===== src/rtl/uart_tx_9bit.sv =====
// 9-bit UART transmitter: start, 9 data bits LSB first, optional even parity, stop.
// Define UART_TX_PARITY_EN to add the even-parity bit between data and stop.
module uart_tx_9bit #(
  parameter int CLKS_PER_BIT = 5208
) (
  input  logic       clk,
  input  logic       reset,
  input  logic       load,
  input  logic [8:0] d,
  output logic       tx,
  output logic       busy,
  output logic       done
);

`ifdef UART_TX_PARITY_EN
  typedef enum logic [2:0] {IDLE, START, DATA, PARITY, STOP} state_t;
`else
  typedef enum logic [2:0] {IDLE, START, DATA, STOP} state_t;
`endif

  localparam logic [15:0] LAST_CNT = 16'(CLKS_PER_BIT - 1);

  state_t      state;
  logic [8:0]  shift;
  logic [15:0] cnt;
  logic [3:0]  bit_idx;
`ifdef UART_TX_PARITY_EN
  logic        parity;
`endif

  // tx, busy and done are registered and updated on the same edge as the
  // state change, so each bit occupies exactly CLKS_PER_BIT cycles on the line.
  always_ff @(posedge clk) begin
    if (reset) begin
      state   <= IDLE;
      shift   <= '0;
      cnt     <= '0;
      bit_idx <= '0;
      tx      <= 1'b1;
      busy    <= 1'b0;
      done    <= 1'b0;
`ifdef UART_TX_PARITY_EN
      parity  <= 1'b0;
`endif
    end else begin
      done <= 1'b0;
      case (state)
        IDLE: begin
          if (load) begin
            shift   <= d;
            cnt     <= '0;
            bit_idx <= '0;
            tx      <= 1'b0;
            busy    <= 1'b1;
            state   <= START;
`ifdef UART_TX_PARITY_EN
            parity  <= ^d;
`endif
          end
        end
        START: begin
          if (cnt == LAST_CNT) begin
            cnt   <= '0;
            tx    <= shift[0];
            state <= DATA;
          end else begin
            cnt <= cnt + 16'd1;
          end
        end
        DATA: begin
          if (cnt == LAST_CNT) begin
            cnt   <= '0;
            shift <= {1'b0, shift[8:1]};
            if (bit_idx == 4'd8) begin
              bit_idx <= '0;
`ifdef UART_TX_PARITY_EN
              tx      <= parity;
              state   <= PARITY;
`else
              tx      <= 1'b1;
              state   <= STOP;
`endif
            end else begin
              bit_idx <= bit_idx + 4'd1;
              tx      <= shift[1];
            end
          end else begin
            cnt <= cnt + 16'd1;
          end
        end
`ifdef UART_TX_PARITY_EN
        PARITY: begin
          if (cnt == LAST_CNT) begin
            cnt   <= '0;
            tx    <= 1'b1;
            state <= STOP;
          end else begin
            cnt <= cnt + 16'd1;
          end
        end
`endif
        STOP: begin
          if (cnt == LAST_CNT) begin
            cnt   <= '0;
            busy  <= 1'b0;
            done  <= 1'b1;
            state <= IDLE;
          end else begin
            cnt <= cnt + 16'd1;
          end
        end
        default: begin
          state <= IDLE;
          tx    <= 1'b1;
          busy  <= 1'b0;
        end
      endcase
    end
  end

endmodule


===== config.mk =====
export PLATFORM = sky130hd
export DESIGN_NAME = uart_tx_9bit
export DESIGN_NICKNAME = d
export VERILOG_FILES = /design/src/rtl/uart_tx_9bit.sv
export SDC_FILE = /design/constraint.sdc
export NUM_CORES = 1
export LEC_CHECK = 0
export BUFFER_PORTS_ARGS = -buffer_cell sky130_fd_sc_hd__buf_2
export CAP_MARGIN = 5
export CORE_MARGIN = 8
export CORE_UTILIZATION = 35
export CTS_CLUSTER_DIAMETER = 200
export CTS_CLUSTER_SIZE = 8
export DETAILED_ROUTE_END_ITERATION = 6
export PLACE_DENSITY = 0.61
export REMOVE_ABC_BUFFERS = 1
export SYNTH_ARGS = -nofsm -noshare
export SYNTH_HDL_FRONTEND = slang
export SYNTH_SLANG_ARGS = --single-unit

===== constraint.sdc =====
create_clock -name clk -period 2.7 [get_ports clk]
set_input_delay 0.405 -clock clk [delete_from_list [all_inputs] [get_ports clk]]
set_output_delay 0.405 -clock clk [all_outputs]
set_load 0.01 [all_outputs]

==> metrics <==
FMAX 392 MHz; commonest cells after routing, fill and taps aside dfxtp_1 (34), a31oi_1 (18), nand2_1 (16); number of vias per cell 5.83; commonest non-fill, non-tap cell in the layout dfxtp_1; Die ar. 0.00841 mm^2; post-route ant nets 0; reg2reg end bit_idx[1]; I/O pin count 15; WL final 4950 um; pin count of the biggest net entering global routing 27; Hold Path Class in -> reg; Register-to-Register Path Depth 5; CP max-delay cell or4_4; post-synthesis sequential area ratio 33.9%; crit path cell chain ha_1 > or3b_1 > or4_4 > nor4_4 > a22o_1; final setup vio count 0; normalized max-slew margin 49.5%; Worst-Skew Late Latency 0.29 ns; Distinct cells, synth 48; die width 91.7 um; Max Buffers Root-to-Sink 2; number of synthesized flops with an enable pin 0; Die Y 91.7 um; YS warnings 0; Critical Path End bit_idx[1]; DR WL/cell 15.3 um; Design Area, Final 0.00226 mm^2; vias in the first global route 1850; final hold violation count 0; layout overhead on the synthesized area 12.8%; maximum vdd drop 0.500 mV; first-pass GRT wire length 8790 um; CP Buf/Inv Count 0; type of origin of the critical path flop; Max Fanout on Critical Path 16; number of diodes 0; Register Area 681 um^2; Synth Instances 239; Reg2Reg Setup Slack 0.15 ns; final worst-path cycle share 94.4%; clk_skew 0.00565 ns; core box area 0.00551 mm^2; Multi-input gate area 0.00120 mm^2; Post-synth ARST share 0%; WP depth 5; first-pass iteration count of the detailed router 4; status complete, no violations; RD Place Congestion 0.823; P_leak 0.835 nW; Critical R2R Launch cnt[0]; final core occ 41.1%; fillers 554; post-CTS sizing 0; Critical Path Start cnt[0]; Worst-Margin Slew 0.736 ns; CTS tree done; CTS Buf Count 5; Post-Syn Area 0.00201 mm^2; antenna violations before repair 0; Post-CTS Setup Repair Bufs 0; layout cells sized above 1 15.5%; global-route usage over all layers 12.5%; fin nets 271; I/O Buffers 14; final setup TNS 0 ns; Row Count 27; max_cap viols 0; quantity of hold-fixing buffers added after cts 0; arrival time worst endpoint 2.78 ns; Pwr per Cell Area 792 mW/mm^2; Post-DP Area 0.00215 mm^2; slowest stage delay, CP 0.64 ns; total number of vias 1889; Worst-path clk slew 0.07 ns; RSZ-0062 raised after global routing no; post-layout min period 2.55 ns; critical path's top delay family simple AND/OR/NAND/NOR gates; DRT iter0 DRCs 88; Root Buffer clkbuf_8; Slew Viols, Final 0; number of synthesized register bits 34; DRC errors left 0; critical path type reg -> reg; hpwl dp 3600 um; synthesized area per cell 8.39 um^2; CTS H-tree lvls 2; Synth Flop Type dfxtp_1; grt total ovfl 0; CTS sink count 34; critical path capture point type flop; Initial Util 36.4%; WP data required 2.94 ns
==> synthesized netlist by cell type (all sizes together) (6+ instances only) <==
cell / number / share of area (%)
dfxtp: 34 / 34
a31oi: 18 / 5.6
nand2: 16 / 3.0
clkbuf: 14 / 2.6
nor2: 14 / 2.6
inv: 13 / 2.4
nand4: 10 / 3.1
nand3: 9 / 2.2
a21oi: 8 / 2.0
ha: 8 / 5.0
o22ai: 8 / 2.5
o21ai: 7 / 1.7
a21o: 6 / 2.2
or4: 6 / 2.6
==> where the power goes <==
| group | leakage, nW | switching, mW | internal (mW) | total, mW |
|---|---|---|---|---|
| Clock | 0.0575 | 0.190 | 0.258 | 0.447 |
| Sequential | 0.276 | 0.0673 | 0.578 | 0.645 |
| Combinational | 0.501 | 0.414 | 0.285 | 0.699 |
==> per-stage QoR <==
stage	power, mW	hold WS [ns]	worst slack, ns	instances
floorplan	1.14	0.420	0.269	222
global placement	1.34	0.445	0.270	316
detailed placement	1.35	0.438	0.195	316
CTS	1.80	0.385	0.164	324
global route	1.93	0.417	0.00219	324
finish	1.79	0.391	0.152	324
==> final cells by class <==
type	instances	area share (%)
Multi-Input combinational cell	175	53.2
Sequential cell	34	30.1
Timing Repair Buffer	22	5.75
Clock buffer	8	4.87
Tap cell	72	3.98
Inverter	13	2.16
==> per-layer routing <==
| layer | wire, um | GRT usage [%] | part of all wire [%] | up-vias |
|---|---|---|---|---|
| met5 | 0 | 0 | 0 | - |
| met4 | 61 | 4.03 | 1.2 | 0 |
| met3 | 206 | 4.16 | 4.2 | 8 |
| met2 | 2260 | 19.9 | 46 | 36 |
| met1 | 2420 | 15.6 | 49 | 904 |
| li1 | - | - | - | 941 |
==> sequential cells by signal (all words and copies together), names as in the netlist <==
signal,flops
cnt,16
shift,9
bit_idx,4
state,2
busy,1
done,1
tx,1
==> cells by family after synthesis <==
kind of cell	after synthesis	share of synthesized area, %
compound gates	72	25.6
xor+xnor	2	0.874
fa+ha+maj	8	4.99
buf+inv	30	6.11
flops	34	33.9
mux	7	3.62
simple gates	86	24.9
==> worst min path at each step <==
stage / start / to / slack (ns) / cells past startpoint
4_1_cts: d[8] / shift[8] / 0.38 / 3
6_report: d[8] / shift[8] / 0.39 / 3
5_1_grt: d[7] / shift[7] / 0.42 / 3
3_5_place_dp: shift[7] / shift[6] / 0.44 / 1
3_3_place_gp: shift[7] / shift[6] / 0.44 / 1
2_1_floorplan: shift[7] / shift[6] / 0.42 / 1
==> tightest hold or removal path: stages <==
cell	delay [ns]
buf_2	0.08
nand4_1	0.09
o21ai_0	0.07
Note: power is estimated with default switching activity, not from simulation.
